`src/rtl/canon_sequencer.sv`:
```
`default_nettype none
// ============================================================================
// Module   : canon_sequencer
// Brief    : Tempo-driven 128-beat melody sequencer with per-beat articulation
//            gap, feeding the PWM tone stage and the display.
// Revision : 1.0 - initial release
// ============================================================================
module canon_sequencer #(
    parameter int TICKS_PER_CROTCHET = 12_587_500,
    parameter int GAP_CYCLES         = 251_750,
    parameter int CNT_W              = 24
) (
    input  logic       clk,
    input  logic       rst,
    input  logic [1:0] fast_start,
    input  logic       pause,
    output logic [9:0] low_count,
    output logic [6:0] crotchet,
    output logic       gate,
    output logic       note_start
);

    localparam logic [1:0] c_ST_INIT = 2'd0;
    localparam logic [1:0] c_ST_NOTE = 2'd1;
    localparam logic [1:0] c_ST_GAP  = 2'd2;

    localparam logic [CNT_W-1:0] c_NOTE_LAST = CNT_W'(TICKS_PER_CROTCHET - GAP_CYCLES - 1);
    localparam logic [CNT_W-1:0] c_BEAT_LAST = CNT_W'(TICKS_PER_CROTCHET - 1);
    localparam logic [CNT_W-1:0] c_CNT_ONE   = CNT_W'(1);
    localparam bit               c_HAS_GAP   = (GAP_CYCLES != 0);

    // Melody: note code per beat, 0 = rest.
    localparam logic [4:0] c_MELODY [0:127] = '{
        5'd18, 5'd13, 5'd15, 5'd10, 5'd11, 5'd6,  5'd6,  5'd0,
        5'd18, 5'd17, 5'd15, 5'd13, 5'd11, 5'd10, 5'd11, 5'd13,
        5'd15, 5'd13, 5'd11, 5'd10, 5'd8,  5'd11, 5'd10, 5'd8,
        5'd6,  5'd8,  5'd10, 5'd11, 5'd13, 5'd11, 5'd10, 5'd0,
        5'd22, 5'd20, 5'd18, 5'd17, 5'd15, 5'd13, 5'd15, 5'd17,
        5'd18, 5'd17, 5'd15, 5'd13, 5'd11, 5'd10, 5'd11, 5'd13,
        5'd15, 5'd15, 5'd18, 5'd18, 5'd20, 5'd20, 5'd22, 5'd0,
        5'd25, 5'd22, 5'd23, 5'd20, 5'd22, 5'd18, 5'd22, 5'd23,
        5'd25, 5'd25, 5'd22, 5'd22, 5'd23, 5'd23, 5'd20, 5'd20,
        5'd22, 5'd22, 5'd18, 5'd18, 5'd22, 5'd22, 5'd23, 5'd0,
        5'd27, 5'd25, 5'd23, 5'd22, 5'd20, 5'd18, 5'd20, 5'd22,
        5'd23, 5'd22, 5'd20, 5'd18, 5'd17, 5'd15, 5'd17, 5'd18,
        5'd30, 5'd29, 5'd27, 5'd25, 5'd23, 5'd22, 5'd23, 5'd25,
        5'd27, 5'd25, 5'd23, 5'd22, 5'd20, 5'd18, 5'd20, 5'd22,
        5'd23, 5'd0,  5'd20, 5'd0,  5'd22, 5'd0,  5'd18, 5'd0,
        5'd18, 5'd17, 5'd15, 5'd13, 5'd11, 5'd10, 5'd6,  5'd0
    };

    // Half-period codes, rising pitch with note code; code 0 is silence.
    localparam logic [9:0] c_NOTE_HP [0:31] = '{
        10'd0,   10'd956, 10'd902, 10'd851, 10'd804, 10'd758, 10'd716, 10'd676,
        10'd638, 10'd602, 10'd568, 10'd536, 10'd506, 10'd478, 10'd451, 10'd426,
        10'd402, 10'd379, 10'd358, 10'd338, 10'd319, 10'd301, 10'd284, 10'd268,
        10'd253, 10'd239, 10'd225, 10'd213, 10'd201, 10'd190, 10'd179, 10'd169
    };

    logic [1:0]       r_state;
    logic [CNT_W-1:0] r_cnt;
    logic [6:0]       r_crotchet;
    logic [9:0]       r_low_count;
    logic             r_gate;
    logic             r_note_start;

    logic [1:0]       w_state_nxt;
    logic [CNT_W-1:0] w_cnt_nxt;
    logic [6:0]       w_crot_nxt;
    logic             w_beat_start;
    logic             w_pause_eff;
    logic [9:0]       w_low_count_nxt;
    logic             w_gate_nxt;
    logic             w_note_start_nxt;

    assign w_pause_eff = pause && (r_state != c_ST_INIT);

    always_ff @(posedge clk or posedge rst) begin
        if (rst) begin
            r_state      <= c_ST_INIT;
            r_cnt        <= '0;
            r_crotchet   <= '0;
            r_low_count  <= '0;
            r_gate       <= 1'b0;
            r_note_start <= 1'b0;
        end else begin
            r_state      <= w_state_nxt;
            r_cnt        <= w_cnt_nxt;
            r_crotchet   <= w_crot_nxt;
            r_low_count  <= w_low_count_nxt;
            r_gate       <= w_gate_nxt;
            r_note_start <= w_note_start_nxt;
        end
    end

    // A beat boundary is folded into the last counter cycle of NOTE or GAP.
    always_comb begin
        w_state_nxt  = r_state;
        w_cnt_nxt    = r_cnt;
        w_crot_nxt   = r_crotchet;
        w_beat_start = 1'b0;
        case (r_state)
            c_ST_INIT: begin
                w_state_nxt  = c_ST_NOTE;
                w_cnt_nxt    = '0;
                w_crot_nxt   = {fast_start, 5'b0};
                w_beat_start = 1'b1;
            end
            c_ST_NOTE: begin
                if (!pause) begin
                    if ((r_cnt == c_NOTE_LAST) && !c_HAS_GAP) begin
                        w_cnt_nxt    = '0;
                        w_crot_nxt   = r_crotchet + 7'd1;
                        w_beat_start = 1'b1;
                    end else begin
                        if (r_cnt == c_NOTE_LAST) begin
                            w_state_nxt = c_ST_GAP;
                        end
                        w_cnt_nxt = r_cnt + c_CNT_ONE;
                    end
                end
            end
            c_ST_GAP: begin
                if (!pause) begin
                    if (r_cnt == c_BEAT_LAST) begin
                        w_state_nxt  = c_ST_NOTE;
                        w_cnt_nxt    = '0;
                        w_crot_nxt   = r_crotchet + 7'd1;
                        w_beat_start = 1'b1;
                    end else begin
                        w_cnt_nxt = r_cnt + c_CNT_ONE;
                    end
                end
            end
            default: begin
                w_state_nxt = c_ST_INIT;
                w_cnt_nxt   = '0;
            end
        endcase
    end

    // Registered outputs are derived from the next state so they change
    // on the same edge as the state and beat index.
    always_comb begin
        w_low_count_nxt  = c_NOTE_HP[c_MELODY[w_crot_nxt]];
        w_note_start_nxt = w_beat_start;
        w_gate_nxt       = (w_state_nxt == c_ST_NOTE) && !w_pause_eff
                           && (w_low_count_nxt != '0);
    end

    assign low_count  = r_low_count;
    assign crotchet   = r_crotchet;
    assign gate       = r_gate;
    assign note_start = r_note_start;

endmodule
`default_nettype wire
```
`config.mk`:
```
export PLATFORM = sky130hd
export DESIGN_NAME = canon_sequencer
export DESIGN_NICKNAME = d
export VERILOG_FILES = /design/src/rtl/canon_sequencer.sv
export SDC_FILE = /design/constraint.sdc
export NUM_CORES = 1
export LEC_CHECK = 0
export CAP_MARGIN = 20
export CORE_UTILIZATION = 30
export CTS_CLUSTER_SIZE = 24
export DETAILED_ROUTE_END_ITERATION = 6
export GPL_ROUTABILITY_DRIVEN = 0
export PLACE_DENSITY = 0.58
export SETUP_SLACK_MARGIN = 0.5
export SLEW_MARGIN = 40
export SYNTH_ARGS = -nofsm -noshare
export SYNTH_HDL_FRONTEND = slang
export SYNTH_SLANG_ARGS = --single-unit
export TNS_END_PERCENT = 1
```
`constraint.sdc`:
```
create_clock -name clk -period 4.3 [get_ports clk]
set_clock_uncertainty 0.15 [all_clocks]
set_input_delay 0.645 -clock clk [delete_from_list [all_inputs] [get_ports clk]]
set_output_delay 0.645 -clock clk [all_outputs]
set_load 0.005 [all_outputs]
```
After elaboration in Yosys (flattened, before gate mapping)
Memories as Yosys holds them, arrays and structs flattened.
Cells that the tools add are included.
{"block": "op_classes", "n_addsub": 2, "n_mux": 19, "reduce_logical": 8, "n_bitwise": 2, "n_eq_ne": 7, "n_lt_le_gt_ge": 2}
{"op": "24-bit 2-to-1 mux", "count": 3}
{"op": "24-bit equality test, second input constant", "count": 2}
{"op": "24-bit case mux with 2 select lines", "count": 1}
{"op": "24-bit by 1-bit adder with 24-bit output, second input constant", "count": 1}
{"op": "10-bit 2-to-1 mux", "count": 2}
{"op": "7-bit 2-to-1 mux", "count": 2}
{"op": "7-bit case mux with 2 select lines", "count": 1}
{"op": "5-bit 2-to-1 mux", "count": 2}
{"op": "10-bit nonzero test", "count": 1}
{"op": "8-bit greater-or-equal comparator, second input constant", "count": 1}
{"op": "2-bit 2-to-1 mux", "count": 4}
{"op": "7-bit NOT with 8-bit output", "count": 1}
{"op": "7-bit by 1-bit adder with 7-bit output, second input constant", "count": 1}
{"op": "6-bit greater-or-equal comparator, second input constant", "count": 1}
{"op": "5-bit NOT with 6-bit output", "count": 1}
{"op": "2-bit case mux with 3 select lines", "count": 1}
{"op": "2-bit by 1-bit equality test with 1-bit output, second input constant", "count": 2}
{"op": "2-bit != test, second input constant", "count": 2}
{"op": "1-bit logical AND", "count": 3}
{"op": "2-bit equality test, second input constant", "count": 1}
{"op": "2-bit logical NOT", "count": 1}
{"op": "1-bit 2-to-1 mux", "count": 2}
{"op": "1-bit case mux with 2 select lines", "count": 1}
{"op": "2-bit AND reduction", "count": 1}
{"op": "other kinds (2)", "count": 2}
{"block": "word_totals", "mem_bits_ro": 960, "inputBits": 5, "word_cells": 48, "output_inout_bits": 19, "reg_bits": 45, "mem_count": 2}
{"memory": "(name not given)", "depth": 128, "width": 5, "read_ports": 1, "rd_ports_with_merged_regs": 0, "write_ports": 0, "line": "145", "rtl": "w_low_count_nxt = c_NOTE_HP[c_MELODY[w_crot_nxt]];"}
{"memory": "(name not given)", "depth": 32, "width": 10, "read_ports": 1, "rd_ports_with_merged_regs": 0, "write_ports": 0, "line": "145"}

Longest topological paths before layout
{"block": "depth", "depth_word": 14, "ltp_mapped": 22, "ltp_nobuf": 20}

Worst setup path after synthesis
No wires, ideal clock.
{"block": "synth_path", "path_kind": "flip-flop to flip-flop", "startpoint": "register r_cnt[4]", "endpoint": "register r_gate, in the netlist gate", "path_buffers": 0, "stages_incl_launch_ff": 19, "synth_period_minus_slack_ns": 4.701, "setup_ns": 0.134, "required_ns": 4.016, "path_slack_ns": -0.401, "arrival_ns": 4.417, "cell_sequence": "dfrtp_1 -> or4bb_1 -> nor3_1 -> a21oi_1 -> a311oi_2 -> inv_1 -> ha_1 -> or2_2 -> nor3_1 -> o21ai_0 -> a21oi_1 -> and4b_1 -> a21o_1 -> ha_1 -> inv_1 -> xnor2_1 -> nand2_1 -> a32oi_1 -> a31oi_1"}
{"block": "synth_via", "elab_chain_len": 14, "word_cells_on_any_way": 22, "classes_between": "eq/ne: 3; mux: 12; bitwise: 2; reduce/logical: 3; memory: 2"}
{"element": "from (decl)", "line": "61", "rtl": "logic [CNT_W-1:0] r_cnt;"}
{"element": "from (signal assigned)", "line": "88", "rtl": "r_cnt <= w_cnt_nxt;"}
{"element": "24-bit equality test", "line": "125", "rtl": "if (r_cnt == c_BEAT_LAST) begin"}
{"element": "7-bit 2-to-1 mux", "line": "125"}
{"element": "7-bit 2-to-1 mux", "line": "124", "rtl": "if (!pause) begin"}
{"element": "7-bit case mux with 2 select lines", "line": "102", "rtl": "case (r_state)"}
{"element": "via w_crot_nxt[1]", "line": "69", "rtl": "logic [6:0] w_crot_nxt;"}
{"element": "7-bit NOT with 8-bit output (not written as such)", "line": "145"}
{"element": "memory read 128 x 5 bit"}
{"element": "5-bit 2-to-1 mux (not written as such) (2 in a row)", "line": "145"}
{"element": "5-bit NOT with 6-bit output (not written as such)", "line": "145"}
{"element": "memory read 32 x 10 bit"}
{"element": "10-bit 2-to-1 mux (not written as such) (2 in a row)", "line": "145"}
{"element": "10-bit nonzero test", "line": "148", "rtl": "&& (w_low_count_nxt != '0);"}
{"element": "1-bit logical AND", "line": "148"}
{"element": "via w_gate_nxt", "line": "73", "rtl": "logic w_gate_nxt;"}
{"element": "to (signal assigned)", "line": "91", "rtl": "r_gate <= w_gate_nxt;"}
{"element": "to (decl)", "line": "64", "rtl": "logic r_gate;"}
The timed path passes the listed nets, and every way through them passes these cells. The select of a mux whose other input is x is not followed.
A chain may end at the register's enable or synchronous reset.

Final worst setup path
{"block": "layout_path", "startpoint": "register r_cnt[15]", "endpoint": "register r_gate, in the netlist gate"}
{"block": "layout_via", "elab_chain_len": 14, "word_cells_on_any_way": 22, "classes_between": "eq/ne: 3; mux: 12; bitwise: 2; reduce/logical: 3; memory: 2"}
{"element": "24-bit equality test", "line": "125"}
{"element": "7-bit 2-to-1 mux", "line": "125"}
{"element": "7-bit 2-to-1 mux", "line": "124"}
{"element": "7-bit case mux with 2 select lines", "line": "102"}
{"element": "7-bit NOT with 8-bit output (not written as such)", "line": "145"}
{"element": "memory read 128 x 5 bit"}
{"element": "5-bit 2-to-1 mux (not written as such) (2 in a row)", "line": "145"}
{"element": "5-bit NOT with 6-bit output (not written as such)", "line": "145"}
{"element": "memory read 32 x 10 bit"}
{"element": "10-bit 2-to-1 mux (not written as such) (2 in a row)", "line": "145"}
{"element": "10-bit nonzero test", "line": "148"}
{"element": "1-bit logical AND (*)", "line": "148"}
{"element": "via w_gate_nxt", "line": "73"}
The timed path passes the listed nets; every way through them passes the cells marked *. The select of a mux whose other input is x is not followed.

==> summary.md <==
| Metric | Value |
|---|---|
| Run status | finished with violations |
| Failing checks | setup timing |
| Ys Warns | 0 |
| Initial antenna violation count | 0 |
| Unrepaired setup endpoints after global routing | true |
| Total grt overflow | 0 |
| Worst hold slack | around 0.41 ns |
| Leak | about 2.6 nW |
| DR WL/cell | 16.6 um |
| Utilization after layout | 0.436 |
| Port bufs | 23 |
| Post-synth EDFFs | 0 |
| Relative slew slack | 0.529 |
| CTS buffer count | 5 |
| Sequential area share after synthesis | 0.266 |
| VDD IR max | roughly 0.2 mV |
| Power Dens Cells | 163 nW/um^2 |
| Htree depth | 2 |
| Min Tclk post-route | 4.33 ns |
| Row count | 43 |
| Core Footprint | 13,800 sq um |
| Commonest non-fill, non-tap cell in the layout | buf_4 |
| Met1 GRT Util | 0.270 |
| Hold WC Path Type | reg -> reg |
| Avg Cell Area, Syn | 7.92 sq um |
| Synth area leaders | dfrtp_1, ha_1, o21ai_0, nand2_1, nor2_1 |
| Maxcap violations | 0 |
| Ratio of cells with drive above 1 in the final layout | 0.309 |
| Vias in the first global route | about 4,500 |
| Die Wd | 121 um |
| Clk buf depth | 2 |
| Most frequent cells in the layout | buf_4, nand2_1, dfrtp_1 |
| Clk_lat worst skew | 0.29 ns |
| Yosys cell types | 75 |
| First-pass GRT wire length | 22,900 um |
| Root Buffer | clkbuf_16 |
| Nets@finish | between 600 and 700 |
| ANT cells | 0 |
| CTS tree | built |
| Setup-failing EPs final | 3 |
| Largest net degree at the start of global routing | 46 |
| Die Y | 121 um |
| Seq cells post-synth | 45 |
| Fmax | 231 MHz |
| Prevailing post-synth register cell | dfrtp_1 |
| I/O pin count | 24 |
| Synth Net Count | 563 |
| Setup crit start kind | flip-flop |
| Routed via count | about 4,600 |
| Fin. max-slew vios | 0 |
| Top cell type by total area after synthesis | dfrtp_1 |
| Final WL | approximately 14,000 um |
| GR Layer Usage met2 | 0.314 |
| Placement-stage cell area | roughly 5700 sq um |
| Maximum fanout along the worst path | 14 |
| Post-synthesis instance area | 4230 sq um |
| Drt via density | 5.44 |
| Met3 GRT Util | 0.0363 |
| Synth top area share | 0.266 |
| Tot GR Track Use | 0.197 |
| Worst Path Arrival | about 4.4 ns |
| Final period utilization | 1.01 |
| CP required | 4.32 ns |
| Die footprint | 14,600 sq um |
| Layout Cells excl Fill | 843 |
| Reg clk slew, reported paths | ~0.07 ns |
| Initial drt markers | 379 |
| ANT nets after route | 0 |
| Placed cells | 828 |
| Count of final hold-check violations | 0 |
| Setup ws final | -0.0333 ns |
| TritonRoute pass-1 iters | 5 |
| Crit end category | flip-flop |
| Area grow syn2layout | 42.6% |
| Cell count after synthesis | 534 |
| Post-Place Setup Slack | -0.364 ns |
| CTS Hold Buffers Added | 0 |
| Final Cell Area | 6030 sq um |
| Least-Margin Pin Slew | between 0.6 and 0.7 ns |
| Initial core utilization | 0.306 |
| DRC violations left | 0 |
| WS Path Type | reg -> reg |
| Post-DP HPWL | 10,800 um |
| Top Usage Layer GRT | met2 |
| Clk sink count | 45 |
| Ys async rst share | 1.00 |
[Yosys cell counts, types with 5 or more instances]
cell type / number
nand2_1: 51
nor2_1: 46
dfrtp_1: 45
o21ai_0: 41
a21oi_1: 31
ha_1: 24
nand3_1: 20
clkbuf_1: 19
inv_1: 19
nor3_1: 19
mux2i_1: 15
xor2_1: 13
and3_1: 11
nor2b_1: 9
o21a_1: 8
buf_2: 7
nand2b_1: 7
nand4_1: 7
a221oi_1: 6
a22oi_1: 6
a31oi_1: 6
a32oi_1: 6
o211ai_1: 6
a211oi_1: 5
and2_1: 5
nor4_1: 5
o22ai_1: 5
[worst max-delay path, cell delays in order (launching register included)]
cell	delay [ns]
dfrtp_1	0.39
or4_4	0.55
or4_4	0.56
o211a_1	0.28
nor3_4	0.22
inv_4	0.14
mux2i_1	0.15
a211o_1	0.33
o211ai_1	0.14
a21o_1	0.29
buf_4	0.16
ha_1	0.18
nor2_1	0.07
a211o_1	0.23
a32oi_2	0.25
a31oi_1	0.11
[cells by family (layout without fill, tap and decap cells)]
| logic type | Yosys count | count (layout) | share of synthesized area |
|---|---|---|---|
| multiplexers | 17 | 17 | 0.0408 |
| adder cells (fa/ha/maj) | 24 | 24 | 0.0710 |
| flip-flops | 45 | 45 | 0.266 |
| AND/OR/NAND/NOR | 211 | 211 | 0.265 |
| buffers and inverters | 57 | 186 | 0.0580 |
| XOR/XNOR | 17 | 17 | 0.0352 |
| AO/OA/AOI/OAI | 163 | 163 | 0.263 |
[where the power goes]
| group | switching, mW | internal (mW) |
|---|---|---|
| combinational | 0.0630 | 0.0610 |
| clock | 0.172 | 0.217 |
| sequential | 0.0221 | 0.448 |
| total | 0.258 | 0.725 |
[layout make-up]
| type | count | area, sq um |
|---|---|---|
| fill | 1335 | 7800 |
| sequential | 45 | 1130 |
| timing repair buffer | 155 | 1270 |
| clock buffer | 5 | 125 |
| multi-input combinational | 432 | 3170 |
| inverter | 23 | 96.3 |
| tap | 180 | 225 |
| clock inverter | 3 | 21.3 |
[per-stage QoR]
step           setup TNS (ns)  power, mW
5_1_grt                 -1.21       1.03
6_report              -0.0702      0.983
3_3_place_gp            -2.31      0.585
3_5_place_dp            -2.88      0.590
2_1_floorplan               0      0.533
4_1_cts               -0.0163      0.981
[path summary, 6_finish.rpt]
check                      cells past startpoint  slack (ns)      endpoint       from
max in group asynchronous                      2        3.00    r_state[1]        rst
min in group asynchronous                      2        0.61  low_count[3]        rst
max                                           15       -0.03          gate  r_cnt[15]
max reg2reg                                   15       -0.03          gate  r_cnt[15]
min                                            2        0.41      r_cnt[3]   r_cnt[3]
min reg2reg                                    2        0.41      r_cnt[3]   r_cnt[3]
[layer usage]
metal / vias up / part of all wire
li1: 2236 / -
met1: 2173 / 0.46
met4: 0 / 0.024
met2: 149 / 0.45
met3: 32 / 0.058
met5: - / 0
[state kept, by name (all words and copies together) (netlist names)]
register / cells
r_cnt: 24
r_state: 2
gate: 1
note_start: 1
crotchet: 7
low_count: 10
[timing repair]
item	4_1_cts	5_1_grt
gates resized for setup	30	9
buffers inserted	4	3
pin swaps	13	4
endpoints found under the setup margin	11	11
Power figures use the tool's default switching activity.
